===== src/rtl/apir_dsp_pkg.sv =====
// Shared APIR-DSP slice types and constants.
// Operand width and A-buffer mode decode.
package apir_dsp_pkg;

  localparam int A_W = 30;

  typedef enum logic [1:0] {
    BYPASS,
    FIFO,
    RF
  } afifo_mode_t;

  function automatic afifo_mode_t afifo_decode(
    input logic lps,
    input logic rfmode
  );
    afifo_mode_t m;
    m = BYPASS;
    if (lps) m = rfmode ? RF : FIFO;
    return m;
  endfunction

endpackage


===== src/rtl/afifo_ptr_ctrl.sv =====
// Pointer, occupancy and error-flag control for the A-operand buffer.
// Sticky flags built only with APIR_AFIFO_ERR_FLAGS_EN defined.
module afifo_ptr_ctrl
  import apir_dsp_pkg::*;
#(
  parameter int DEPTH = 4,
  parameter int PTR_W = 2
) (
  input  logic             clk,
  input  logic             rst,
  input  afifo_mode_t      mode,
  input  logic             cea,
  input  logic             mdr,
  output logic [PTR_W-1:0] head,
  output logic [PTR_W-1:0] tail,
  output logic [PTR_W-1:0] rp,
  output logic [PTR_W:0]   count,
  output logic             full,
  output logic             empty,
  output logic             push,
  output logic             pop,
  output logic             rd,
  output logic             overflow,
  output logic             underflow
);

  localparam logic [PTR_W:0] FULL_CNT = (PTR_W+1)'(DEPTH);

  logic [PTR_W-1:0] rp_inc;
  logic             store;

  assign full   = (count == FULL_CNT);
  assign empty  = (count == '0);
  assign rp_inc = rp + 1'b1;
  assign store  = (mode != BYPASS);

  // Accept/refuse decisions for the current mode
  always_comb begin
    push = 1'b0;
    pop  = 1'b0;
    rd   = 1'b0;
    unique case (mode)
      FIFO: begin
        pop  = mdr & ~empty;
        push = cea & (~full | pop);
      end
      RF: begin
        rd   = mdr & ~empty;
        push = cea & ~full;
      end
      default: ;
    endcase
  end

  // Pointer and occupancy update; RF reads only move the replay pointer
  always_ff @(posedge clk) begin
    if (rst) begin
      head  <= '0;
      tail  <= '0;
      rp    <= '0;
      count <= '0;
    end else begin
      if (push) tail <= tail + 1'b1;
      if (pop) begin
        head <= head + 1'b1;
        rp   <= head + 1'b1;
      end
      if (rd) rp <= (rp_inc == tail) ? head : rp_inc;
      case ({push, pop})
        2'b10:   count <= count + 1'b1;
        2'b01:   count <= count - 1'b1;
        default: count <= count;
      endcase
    end
  end

`ifdef APIR_AFIFO_ERR_FLAGS_EN
  logic dropped;
  logic refused;

  assign dropped = store & cea & ~push;
  assign refused = store & mdr & empty;

  // Sticky error flags, cleared only by reset
  always_ff @(posedge clk) begin
    if (rst) begin
      overflow  <= 1'b0;
      underflow <= 1'b0;
    end else begin
      if (dropped) overflow  <= 1'b1;
      if (refused) underflow <= 1'b1;
    end
  end
`else
  assign overflow  = 1'b0;
  assign underflow = 1'b0;
  logic unused_store;
  assign unused_store = store;
`endif

endmodule


===== src/rtl/a_flex_fifo_rf.sv =====
// Flexible A-operand buffer: bypass register, FIFO or replaying RF.
// Error flags require APIR_AFIFO_ERR_FLAGS_EN; otherwise tied to 0.
module a_flex_fifo_rf
  import apir_dsp_pkg::*;
#(
  parameter int DATA_W = A_W,
  parameter int DEPTH  = 4,
  parameter int PTR_W  = 2
) (
  input  logic              clk,
  input  logic              RSTAFIFO,
  input  logic [DATA_W-1:0] A_in,
  input  logic              CEA,
  input  logic              LPS,
  input  logic              MDR,
  output logic [DATA_W-1:0] A_out,
  output logic              full,
  output logic              empty,
  output logic [PTR_W:0]    count,
  output logic              overflow,
  output logic              underflow,
  input  logic              configuration_input,
  input  logic              configuration_enable,
  output logic              configuration_output
);

  logic [DATA_W-1:0] mem [DEPTH];
  logic              rfmode;
  afifo_mode_t       mode;
  logic [PTR_W-1:0]  head;
  logic [PTR_W-1:0]  tail;
  logic [PTR_W-1:0]  rp;
  logic              push;
  logic              pop;
  logic              rd;

  assign mode                 = afifo_decode(LPS, rfmode);
  assign configuration_output = rfmode;

  afifo_ptr_ctrl #(
    .DEPTH (DEPTH),
    .PTR_W (PTR_W)
  ) u_ptr (
    .clk       (clk),
    .rst       (RSTAFIFO),
    .mode      (mode),
    .cea       (CEA),
    .mdr       (MDR),
    .head      (head),
    .tail      (tail),
    .rp        (rp),
    .count     (count),
    .full      (full),
    .empty     (empty),
    .push      (push),
    .pop       (pop),
    .rd        (rd),
    .overflow  (overflow),
    .underflow (underflow)
  );

  // Config-chain bit; deliberately untouched by the buffer reset
  always_ff @(posedge clk) begin
    if (configuration_enable) rfmode <= configuration_input;
  end

  // Storage write at the tail; contents are not reset
  always_ff @(posedge clk) begin
    if (push) mem[tail] <= A_in;
  end

  // Output register: load in bypass, pop/replay in storage, else hold
  always_ff @(posedge clk) begin
    if (RSTAFIFO) begin
      A_out <= '0;
    end else if (mode == BYPASS) begin
      if (CEA) A_out <= A_in;
    end else if (pop) begin
      A_out <= mem[head];
    end else if (rd) begin
      A_out <= mem[rp];
    end
  end

endmodule


===== config.mk =====
export PLATFORM = sky130hd
export DESIGN_NAME = a_flex_fifo_rf
export DESIGN_NICKNAME = d
export VERILOG_FILES = /design/src/rtl/apir_dsp_pkg.sv /design/src/rtl/afifo_ptr_ctrl.sv /design/src/rtl/a_flex_fifo_rf.sv
export SDC_FILE = /design/constraint.sdc
export NUM_CORES = 1
export LEC_CHECK = 0
export ABC_AREA = 1
export BUFFER_PORTS_ARGS = -buffer_cell sky130_fd_sc_hd__buf_2
export CAP_MARGIN = 20
export CORE_MARGIN = 4
export CORE_UTILIZATION = 60
export CTS_BUF_LIST = sky130_fd_sc_hd__clkbuf_8
export DETAILED_ROUTE_END_ITERATION = 7
export HOLD_SLACK_MARGIN = 0.03
export PLACE_DENSITY = 0.81
export SLEW_MARGIN = 25
export SYNTH_ARGS = -nofsm -noshare
export SYNTH_HDL_FRONTEND = slang
export SYNTH_SLANG_ARGS = --single-unit

===== constraint.sdc =====
create_clock -name clk -period 3 [get_ports clk]
set_input_delay 0.6 -clock clk [delete_from_list [all_inputs] [get_ports clk]]
set_output_delay 0.6 -clock clk [all_outputs]
set_load 0.005 [all_outputs]

# Word level (Yosys, flattened, before mapping)
# Memories as Yosys holds them, arrays and structs flattened. A register that Yosys moved wholly into a read port is not among the register bits.
# Cells that the tools add are included.
[word_totals]
ram_bits = 120
word_cells = 50
regBits = 40
input_bits = 37
mem_count = 1
[classes]
eq_ne = 7
muxes = 19
n_bitwise = 6
reduce_logical = 6
n_addsub = 5
[mem_list]
columns = ["memory", "words", "word_bits", "read_ports", "rd_clocked_by_memory_dff", "wr", "line_no", "source"]
rows = [
  ["mem", 4, 30, 2, 2, 1, "a_flex_fifo_rf.sv:27", "logic [DATA_W-1:0] mem [DEPTH];"],
]
[op_table]
columns = ["cell", "count"]
rows = [
  ["$mux 30", 4],
  ["$mux 2", 9],
  ["$add 2x1->2 const B", 3],
  ["$pmux 3 s2", 1],
  ["$eq 2x1->1 const B", 2],
  ["$eq 2x2->1 const B", 2],
  ["$mux 1", 4],
  ["$reduce_bool 2->1", 2],
  ["$add 3x1->3 const B", 1],
  ["$and 1x1->1", 3],
  ["$eq 3x3->1 const B", 1],
  ["$logic_not 3->1", 1],
  ["$reduce_bool 3->1", 1],
  ["$sub 3x1->3 const B", 1],
  ["$eq 2x2->1", 1],
  ["$logic_not 2->1", 1],
  ["$ne 2x2->1 const B", 1],
  ["$not 1->1", 2],
  ["$pmux 1 s2", 1],
  ["$reduce_and 2->1", 1],
  ["$or 1x1->1", 1],
]

# Longest topological paths before layout
# Gate-level depths: netlist (run 1).
[depth]
depth_word = 8
depth_mapped = 13
mapped_depth_nobuf = 11

# By module
# From an unflattened synthesis (run 1), not the netlist that was laid out.
[hier_totals]
cells_unflattened = 983
area_unflattened_um2 = 8167.8
[modules_own_cells]
columns = ["mod", "n_inst", "seq_area_each_um2", "cells_each", "area_each_um2"]
rows = [
  ["a_flex_fifo_rf", 1, 4234.1, 892, 7536.0],
  ["afifo_ptr_ctrl", 1, 180.2, 91, 631.9],
]

# Worst setup path before layout (run 1)
# OpenSTA, ideal clock, no wires.
[synth_path]
kind = "input -> register"
startpoint = "input port LPS"
endpoint = "memory mem[0][0] (netlist name), enable pin"
required_time_ns = 2.583
arrival_ns = 2.146
n_path_buf = 1
setup_ns = 0.417
slack_ns = 0.437
stages = 3
path_cell_list = "buf_6 -> nand3_2 -> nor2_1"
[synth_via]
elab_chain_cells = 5
[synth_rtl]
columns = ["element", "line_no", "source"]
rows = [
  ["start, declared", "a_flex_fifo_rf.sv:14", "input logic LPS,"],
  ["$mux 2 (*)", "apir_dsp_pkg.sv:19", "if (lps) m = rfmode ? RF : FIFO;"],
  ["$eq 2x2->1 or $eq 2x1->1 (tied branches)", "afifo_ptr_ctrl.sv:42", "unique case (mode)"],
  ["$pmux 1 s2 (*)", "afifo_ptr_ctrl.sv:42", ""],
  ["$mux 1 (*)", "a_flex_fifo_rf.sv:69", "if (push) mem[tail] <= A_in;"],
  ["$mux 1 (not written as such) (*)", "a_flex_fifo_rf.sv:69", ""],
  ["end, declared", "a_flex_fifo_rf.sv:27", ""],
]
# Every way passes the cells marked *; elsewhere a longest branch is shown, timed or not.

# Worst setup path after layout (run 1)
[layout_path]
startpoint = "register u_ptr.count[2]"
endpoint = "register u_ptr.count[2]"
[layout_via]
elab_chain_cells = 8
[layout_rtl]
columns = ["element", "line_no", "source"]
rows = [
  ["start, declared", "afifo_ptr_ctrl.sv:17", "output logic [PTR_W:0] count,"],
  ["start signal, assigned", "afifo_ptr_ctrl.sv:70", "2'b10: count <= count + 1'b1;"],
  ["start signal, assigned", "afifo_ptr_ctrl.sv:71", "2'b01: count <= count - 1'b1;"],
  ["start signal, assigned", "afifo_ptr_ctrl.sv:72", "default: count <= count;"],
  ["$logic_not 3->1", "afifo_ptr_ctrl.sv:33", "assign empty = (count == '0);"],
  ["$not 1->1", "afifo_ptr_ctrl.sv:44", "pop = mdr & ~empty;"],
  ["$and 1x1->1", "afifo_ptr_ctrl.sv:44", ""],
  ["$or 1x1->1", "afifo_ptr_ctrl.sv:45", "push = cea & (~full | pop);"],
  ["$and 1x1->1", "afifo_ptr_ctrl.sv:45", ""],
  ["$pmux 1 s2", "afifo_ptr_ctrl.sv:42", ""],
  ["$eq 2x1->1 or $eq 2x2->1 (tied branches)", "afifo_ptr_ctrl.sv:69", "case ({push, pop})"],
  ["$pmux 3 s2 or $reduce_bool 2->1 (tied branches)", "--", ""],
]
# Several ways; a longest one is shown, not always the timed one.
# A chain may end at the register's enable or synchronous reset.

==> out/qor.csv, run 1 <==
metric,value,unit
cts hold-fix bufs,0,
gr usage total,25.8,%
# rows,41,
hold path start,configuration_input,
max-slew violations,0,
post-route minimum period,2.19,ns
Synth top area share,46.1,%
Vias,6447,
first-pass GRT wire length,30.0,mm
root buffer cell,clkbuf_8,
status,completed,
Post-Synthesis Cells,863,
"Data arrival, critical path",2.53,ns
"Reg clk slew, reported paths",0.08,ns
Hold WS,0.323,ns
total wire length,18.9,mm
DR iter-0 viols,704,
vias in the first global route,6009,
Vias per Instance,5.88,
Peak Freq,456,MHz
Clock Skew,0.00806,ns
largest net degree at the start of global routing,60,
PwrDens,552,nW/um^2
insertion delay to the later sink of the worst-skew pair,0.45,ns
CP required,3.34,ns
Max Buffers Root-to-Sink,2,
layout overhead on the synthesized area,10.5,%
post-synthesis sequential area ratio,57.0,%
filler cell count,1012,
Yosys warning count,0,
top cell type by total area after synthesis,edfxtp_1,
Startpoint Class,flip-flop,
core region area,12700,sq um
HP Class,in -> reg,
CP max-delay cell,fa_1,
port bufs,72,
Crit Path Max Fanout,9,
# resized after CTS,0,
Setup TNS,0,ns
RR Startpoint,u_ptr.count[2],
I/O Pins,75,
post-synthesis register bit count,164,
Nets,954,
"Period Utilization, post-route",73.0,%
max_cap viols,0,
H-tree depth,4,
dominant cells by area after synthesis,"edfxtp_1 46%, dfxtp_1 11%, nand2_1 10%",
Synth cell types,28,
Routed Antenna Nets,0,
P_leak,3.47,nW
layout cells sized above 1,14.8,%
crit-path cells,inv_1 > nor3_1 > nand2_1 > nand3_2 > ha_1 > inv_1 > fa_1 > a21oi_1 > o21ai_0 > o21ai_0 > a21oi_1,
die area,15000,sq um
hpwl dp,11.1,mm
Syn Std Cell Area,7890,sq um
DR WL/cell,17.2,microns
CTS Buf Count,17,
slew margin rel.,49.6,%
final setup vio count,0,
initial core utilization,62.0,%
number of post-CTS setup repair buffers,0,
Die Width,123,microns
CTS tree,built,
initial antenna violation count,0,
routability cong.,0.792,
maximum VDD drop,0.375,mV
total grt overflow,0,
Die Y,123,microns
DRC Markers,0,
crit path from,u_ptr.count[2],
final hold violation count,0,
Crit path largest cell delay,0.38,ns
Mean Syn Cell Area,9.14,sq um
CTS sink cnt,164,
worst slew pin tran,0.757,ns
first drt pass iteration count,7,
Critical Path Sink Type,flip-flop,
CP Class,reg -> reg,
unrepaired setup endpoints after global routing,no,
-- path summary, 6_finish.rpt --
kind / endpoint / slack [ns] / cells past startpoint
max reg2reg: u_ptr.count[2] / 0.81 / 11
max: u_ptr.count[2] / 0.81 / 11
min: configuration_output / 0.32 / 1
min reg2reg: flip-flop / 0.53 / 2
-- cell type report --
class	instances	area (sq um)	share of cell area [%]
timing repair buffer	89	500	5.74
clock inverter	15	198	2.27
clock buffer	17	234	2.68
sequential	164	4500	51.6
antenna	1	2.50	0.0287
multi-input combinational	555	2760	31.6
inverter	84	315	3.61
tap	172	215	2.47
-- critical path, delay by kind of cell, from the launching register on --
kind / cells / cell delay, ns
adder cells (fa/ha/maj): 2 / 0.56
AO/OA/AOI/OAI: 4 / 0.47
flip-flops: 1 / 0.33
buffers and inverters: 2 / 0.17
AND/OR/NAND/NOR: 3 / 0.55
-- cell usage after synthesis (all sizes together) --
cell / count
o211ai: 54
nand3: 132
nand3b: 1
buf: 50
nor2: 7
conb: 1
dfxtp: 43
o21ai: 75
edfxtp: 121
ha: 5
a21oi: 56
fa: 1
nor3: 1
a22oi: 4
nand2: 214
nand4: 2
xor2: 1
inv: 84
clkbuf: 11
-- per-stage QoR --
step / cells / power, mW / worst slack [ns] / instance area [sq um] / utilization [%]
floorplan: 864 / 2.95 / 0.437 / 7890 / -
global placement: 1064 / 3.11 / 0.649 / 8290 / 65.1
detailed placement: 1064 / 3.13 / 0.596 / 8290 / 65.1
CTS: 1096 / 4.83 / 0.811 / 8720 / 68.5
global route: 1096 / 4.99 / 0.552 / 8720 / 68.5
finish: 1097 / 4.82 / 0.809 / 8720 / 68.6
-- flip-flops by register name, indices dropped and copies added, names as in the netlist, named ones only --
name and cells:
mem 120, A_out 30, u_ptr.count 3, u_ptr.head 2, u_ptr.rp 2, u_ptr.tail 2, configuration_output 1
-- kinds of logic (layout without fill, tap and decap cells) --
logic type / after synthesis / after routing / synth area share [%]
compound gates: 189 / 189 / 13.8
other cells: 1 / 3 / 0.0475
fa+ha+maj: 6 / 6 / 1.05
flops: 164 / 164 / 57.0
xor+xnor: 1 / 1 / 0.111
buf+inv: 145 / 205 / 8.23
simple gates: 357 / 357 / 19.8
-- cells in the final DEF, fill, tap and decap left out, drive strengths merged --
cell type  netlist  routed
a21oi           56      56
a22oi            4       4
buf             50      89
bufinv           0       5
clkbuf          11      17
clkinv           0       6
conb             1       2
dfxtp           43      43
diode            0       1
edfxtp         121     121
fa               1       1
ha               5       5
inv             84      88
nand2          214     214
nand3          132     132
nand3b           1       1
nand4            2       2
nor2             7       7
nor3             1       1
o211ai          54      54
o21ai           75      75
xor2             1       1
-- metal layers --
metal / GRT usage [%] / vias up / wire [microns]
li1: - / 3069 / -
met1: 33.2 / 2979 / 7460
met3: 5.53 / 44 / 1850
met5: 0 / - / 0
met2: 42.3 / 355 / 9150
met4: 11.1 / 0 / 399
-- report_power, final --
part	internal [mW]	switching [mW]	leakage [nW]
combinational	0.179	0.322	1.78
sequential	2.52	0.0567	1.45
clock	0.970	0.766	0.236
total	3.67	1.15	3.47
(Power assumes the default switching activity.)
==> run 2: changes to the inputs <==
Clock period 3 ns to 2.1 ns, I/O delays scaled along.
==> run 2 against run 1 <==
  * Cell count up 1.3%
  * Die area unchanged
  * Via count up 0.36%
  * Highest routed layer unchanged
==> out/qor.csv, run 2 (same netlist as run 1, synthesis figures left out) <==
metric,value,unit,change
die area,15000,sq um,unchanged
CP required,2.45,ns,was 3.34 ns
H-tree depth,4,,unchanged
HP Class,in -> reg,,unchanged
wl on met1,7.71,mm,was 7.46 mm
CTS sink cnt,164,,unchanged
gr usage total,26.3,%,was 25.8%
first drt pass iteration count,8,,was 7
WHS Endpoint,configuration_output,,unchanged
"Cell Area, Placed",8420,sq um,was 8290 sq um
Nets,968,,was 954
CP max-delay cell,fa_1,,unchanged
CTS Buf Count,17,,unchanged
Startpoint Class,flip-flop,,unchanged
Top Registers,"mem (120), A_out (30), u_ptr.count (3)",,unchanged
post-route minimum period,1.90,ns,was 2.19 ns
routability cong.,0.838,,was 0.792
DR iter-0 viols,612,,was 704
# rows,41,,unchanged
DRC Markers,0,,unchanged
final setup vio count,0,,unchanged
CP Class,reg -> reg,,unchanged
"Data arrival, critical path",2.25,ns,was 2.53 ns
Crit path largest cell delay,0.39,ns,was 0.38 ns
insertion delay to the later sink of the worst-skew pair,0.47,ns,was 0.45 ns
root buffer cell,clkbuf_8,,unchanged
layout cells sized above 1,16.3,%,was 14.8%
Routed Antenna Nets,0,,unchanged
worst reg2reg path endpoint,u_ptr.count[2],,unchanged
P_leak,3.51,nW,was 3.47 nW
maximum VDD drop,0.563,mV,was 0.375 mV
met2 wire length,9.34,mm,was 9.15 mm
Die Width,123,microns,unchanged
final hold violation count,0,,unchanged
Vias,6470,,was 6447
top sig layer,met4,,unchanged
RR Startpoint,u_ptr.count[2],,unchanged
slew margin rel.,62.7,%,was 49.6%
"Reg clk slew, reported paths",0.08,ns,about the same
DR WL/cell,17.2,microns,about the same
PwrDens,760,nW/um^2,was 552 nW/um^2
Peak Freq,527,MHz,was 456 MHz
Clock Skew,0.0112,ns,was 0.00806 ns
R2R depth,11,,unchanged
first-pass GRT wire length,30.7,mm,was 30.0 mm
"Period Utilization, post-route",90.3,%,was 73.0%
largest net degree at the start of global routing,53,,was 60
reg2reg setup slack,0.20,ns,was 0.81 ns
Biggest register,mem,,unchanged
unrepaired setup endpoints after global routing,no,,unchanged
utilization after layout,69.4,%,was 68.6%
status,completed,,unchanged
hold path cells,1,,unchanged
"commonest cells after routing, fill and taps aside","210 x nand2_1, 129 x nand3_1, 121 x edfxtp_1",,unchanged
total wire length,19.1,mm,was 18.9 mm
hold path start,configuration_input,,unchanged
max-slew violations,0,,unchanged
initial core utilization,62.0,%,unchanged
"most common cell after layout, fill and taps aside",nand2_1,,unchanged
port bufs,72,,unchanged
total grt overflow,0,,unchanged
Met3 Wirelength,1.67,mm,was 1.85 mm
cts hold-fix bufs,0,,unchanged
Die Y,123,microns,unchanged
I/O Pins,75,,unchanged
Crit Path Max Fanout,4,,was 9
Vias per Instance,5.82,,was 5.88
layout overhead on the synthesized area,11.9,%,was 10.5%
worst slew pin tran,0.559,ns,was 0.757 ns
vias in the first global route,6083,,was 6009
final instance area,8830,sq um,was 8720 sq um
hpwl dp,11.7,mm,was 11.1 mm
core region area,12700,sq um,unchanged
Max Buffers Root-to-Sink,2,,unchanged
CTS tree,built,,unchanged
Critical Path Sink Type,flip-flop,,unchanged
max_cap viols,0,,unchanged
crit-path cells,inv_2 > nor3_2 > nand2_1 > nand3_2 > ha_1 > inv_1 > fa_1 > a21oi_1 > o21ai_1 > o21ai_1 > a21oi_1,,was inv_1 > nor3_1 > nand2_1 > nand3_2 > ha_1 > inv_1 > fa_1 > a21oi_1 > o21ai_0 > o21ai_0 > a21oi_1
initial antenna violation count,0,,unchanged
max reg flops,120,,unchanged
-- run 2: layout make-up --
class                      count  area (sq um)
antenna                        1          2.50
clock buffer                  18           248
clock inverter                14           144
fill                         956          3890
inverter                      84           315
multi-input combinational    555          2770
sequential                   164          4500
tap                          172           215
timing repair buffer         103           643
-- run 2: routing by layer --
layer	vias up	global-route usage, %
met2	317	42.5
met1	3014	35.0
met5	-	0
met3	36	5.71
met4	0	10.1
li1	3103	-
-- run 2: worst max-delay path, delay by kind of cell, from the launching register on --
kind | cells | cell delay (ns)
AO/OA/AOI/OAI | 4 | 0.42
adder cells (fa/ha/maj) | 2 | 0.54
buffers and inverters | 2 | 0.12
flip-flops | 1 | 0.34
AND/OR/NAND/NOR | 3 | 0.36
-- run 2: what timing repair did --
| action | in CTS | in global routing |
|---|---|---|
| endpoints found under the setup margin | 0 | 1 |
| gates resized for setup | 0 | 5 |
| buffers inserted | 0 | 1 |
| hold endpoints to repair | 0 | 0 |
-- run 2: power by group --
part	switching [mW]	internal, mW	total (mW)
Combinational	0.490	0.275	0.765
Sequential	0.0600	3.60	3.66
Clock	1.11	1.18	2.28
Total	1.66	5.05	6.71
-- run 2: stage by stage --
stage / power, mW / hold WS [ns] / setup slack, ns / instances / setup TNS, ns
after floorplan: 4.21 / 0.464 / -0.399 / 864 / -47.84
after global placement: 4.46 / 0.497 / 0.180 / 1077 / 0
after detailed placement: 4.49 / 0.507 / 0.106 / 1077 / 0
after CTS: 6.71 / 0.122 / 0.111 / 1109 / 0
after global routing: 6.98 / 0.117 / 0.0201 / 1110 / 0
final: 6.71 / 0.135 / 0.203 / 1111 / 0
-- run 2: worst max path at each step --
stage	start	to	slack, ns	cells after the start
after floorplan	configuration_output	mem[0][0]	-0.40	5
after global placement	LPS	u_ptr.count[2]	0.18	12
after detailed placement	LPS	u_ptr.count[2]	0.11	12
after CTS	u_ptr.count[2]	u_ptr.count[2]	0.11	11
after global routing	u_ptr.count[2]	u_ptr.count[2]	0.02	11
final	u_ptr.count[2]	u_ptr.count[2]	0.20	11
==> run 3: changes to the inputs <==
Settings changed: RECOVER_POWER set to 100.
==> run 3 against run 2 <==
  * Total power shrank 0.36%
  * Combinational power shrank 2.7%
  * Clock-buffer cell count is the same
  * Cell count is essentially flat
  * Routed wire length up 0.23%
  * Die area did not move
  * Sequential share of layout area rose by 0.58 points
  * Core utilization down 0.78 points
  * Flip-flop and latch count unchanged
  * Critical path type unchanged
  * Highest routed layer unchanged
==> out/qor.csv, run 3 (same netlist as run 1, synthesis figures left out) <==
metric,value,unit,change
status,completed,,unchanged
Biggest register,mem,,unchanged
CP required,2.25,ns,was 2.45 ns
Startpoint Class,flip-flop,,unchanged
I/O Pins,75,,unchanged
max reg flops,120,,unchanged
Routed Antenna Nets,0,,unchanged
Peak Freq,512,MHz,was 527 MHz
Die Y,123,microns,unchanged
final hold violation count,0,,unchanged
port bufs,72,,unchanged
Crit Path Max Fanout,8,,was 4
first-pass GRT wire length,30.7,mm,unchanged
Die Width,123,microns,unchanged
Nets,968,,unchanged
filler cell count,987,,was 956
unrepaired setup endpoints after global routing,no,,unchanged
DR WL/cell,17.2,microns,about the same
antenna fix cells,0,,was 1
Critical Path Sink Type,flip-flop,,unchanged
worst reg2reg path endpoint,mem[3][25],,was u_ptr.count[2]
initial core utilization,62.0,%,unchanged
CTS tree,built,,unchanged
DRC Markers,0,,unchanged
max-slew violations,0,,unchanged
first drt pass iteration count,7,,was 8
Clock Skew,0.0111,ns,was 0.0112 ns
HP Class,in -> reg,,unchanged
initial antenna violation count,0,,unchanged
root buffer cell,clkbuf_8,,unchanged
"Reg clk slew, reported paths",0.08,ns,about the same
post-route minimum period,1.95,ns,was 1.90 ns
maximum VDD drop,0.561,mV,was 0.563 mV
core region area,12700,sq um,unchanged
Vias,6485,,was 6470
worst setup path endpoint,mem[3][25],,was u_ptr.count[2]
die area,15000,sq um,unchanged
slew margin rel.,61.2,%,was 62.7%
worst slew pin tran,0.581,ns,was 0.559 ns
"commonest cells after routing, fill and taps aside","212 x nand2_1, 129 x nand3_1, 121 x edfxtp_1",,"was 210 x nand2_1, 129 x nand3_1, 121 x edfxtp_1"
final instance area,8730,sq um,was 8830 sq um
Register Area,4500,sq um,unchanged
"most common cell after layout, fill and taps aside",nand2_1,,unchanged
Max Buffers Root-to-Sink,2,,unchanged
# rows,41,,unchanged
"Cell Count, Final, Fillers Out",1110,,was 1111
DR iter-0 viols,636,,was 612
layout cells sized above 1,10.8,%,was 16.3%
largest net degree at the start of global routing,53,,unchanged
placed cells,1077,,unchanged
PwrDens,765,nW/um^2,was 760 nW/um^2
"Period Utilization, post-route",93.1,%,was 90.3%
cts hold-fix bufs,0,,unchanged
CTS sink cnt,164,,unchanged
final setup vio count,0,,unchanged
"Cell Area, Placed",8420,sq um,unchanged
R2R depth,7,,was 11
H-tree depth,4,,unchanged
layout overhead on the synthesized area,10.7,%,was 11.9%
reg2reg setup slack,0.15,ns,was 0.20 ns
utilization after layout,68.6,%,was 69.4%
max_cap viols,0,,unchanged
total wire length,19.1,mm,about the same
gr usage total,26.3,%,unchanged
RR Startpoint,configuration_output,,was u_ptr.count[2]
crit path from,configuration_output,,was u_ptr.count[2]
vias in the first global route,6083,,unchanged
CP Class,reg -> reg,,unchanged
area of the multi-input gates,2750,sq um,was 2770 sq um
"Data arrival, critical path",2.10,ns,was 2.25 ns
hpwl dp,11.7,mm,unchanged
total grt overflow,0,,unchanged
routability cong.,0.838,,unchanged
P_leak,3.37,nW,was 3.51 nW
insertion delay to the later sink of the worst-skew pair,0.47,ns,about the same
Vias per Instance,5.84,,was 5.82
Top Registers,"mem (120), A_out (30), u_ptr.count (3)",,unchanged
CTS Buf Count,17,,unchanged
-- run 3: cell types whose count changed in the layout (fill, tap and decap cells not counted), moves of 2 or more --
| cell | delta |
|---|---|
| nor2_2 | -4 |
| nor2_1 | +4 |
| nand2_2 | -2 |
| clkbuf_1 | +44 |
| nand2_1 | +2 |
| clkbuf_2 | +3 |
| buf_2 | -43 |
| buf_4 | -5 |
-- run 3: what timing repair did --
action	CTS	global route
gates resized for setup	0	5
endpoints found under the setup margin	0	1
setup buffers	0	1
-- run 3: critical path, stage by stage, from the launching register on --
cell and delay (ns):
edfxtp_1 0.44, inv_1 0.15, nand2_1 0.07, nand2_1 0.08, nand3_2 0.08, clkbuf_1 0.21
nor2_1 0.29, buf_2 0.32
-- run 3: worst min-delay path by stage --
stage | end | cells past startpoint | slack, ns | start
final | configuration_output | 1 | 0.13 | configuration_input
after global routing | configuration_output | 1 | 0.12 | configuration_input
after CTS | configuration_output | 1 | 0.12 | configuration_input
after detailed placement | A_out[10] | 2 | 0.51 | A_out[10]
after global placement | u_ptr.rp[1] | 2 | 0.50 | u_ptr.rp[1]
after floorplan | flip-flop | 2 | 0.46 | u_ptr.rp[1]
-- run 3: final cells by class --
cell class,instances,share of cell area (%)
Multi-Input combinational cell,555,31.5
Timing Repair Buffer,103,6.43
Clock inverter,14,1.65
Clock buffer,18,2.84
Inverter,84,3.61
Tap cell,172,2.46
Sequential cell,164,51.5
-- run 3: per-stage QoR --
| stage | hold slack [ns] | total power [mW] | setup TNS [ns] | setup slack [ns] |
|---|---|---|---|---|
| 3_5_place_dp | 0.507 | 4.49 | 0 | 0.106 |
| 6_report | 0.134 | 6.68 | 0 | 0.146 |
| 2_1_floorplan | 0.464 | 4.21 | -47.84 | -0.399 |
| 4_1_cts | 0.122 | 6.71 | 0 | 0.111 |
| 3_3_place_gp | 0.497 | 4.46 | 0 | 0.180 |
| 5_1_grt | 0.117 | 6.96 | 0 | 0.0199 |
-- run 3: per-layer routing --
metal / global-route usage [%] / share of wire, % / vias to the layer above
li1: - / - / 3101
met1: 35.0 / 41 / 3035
met2: 42.5 / 49 / 306
met3: 5.71 / 8.2 / 43
met4: 10.1 / 1.9 / 0
met5: 0 / 0 / -
-- run 3: where the power goes --
| part | total [mW] | internal [mW] | switching [mW] | leakage (nW) |
|---|---|---|---|---|
| Clock | 2.28 | 1.17 | 1.10 | 0.203 |
| Combinational | 0.744 | 0.255 | 0.489 | 1.71 |
| Sequential | 3.66 | 3.60 | 0.0611 | 1.46 |
| Total | 6.68 | 5.03 | 1.65 | 3.37 |
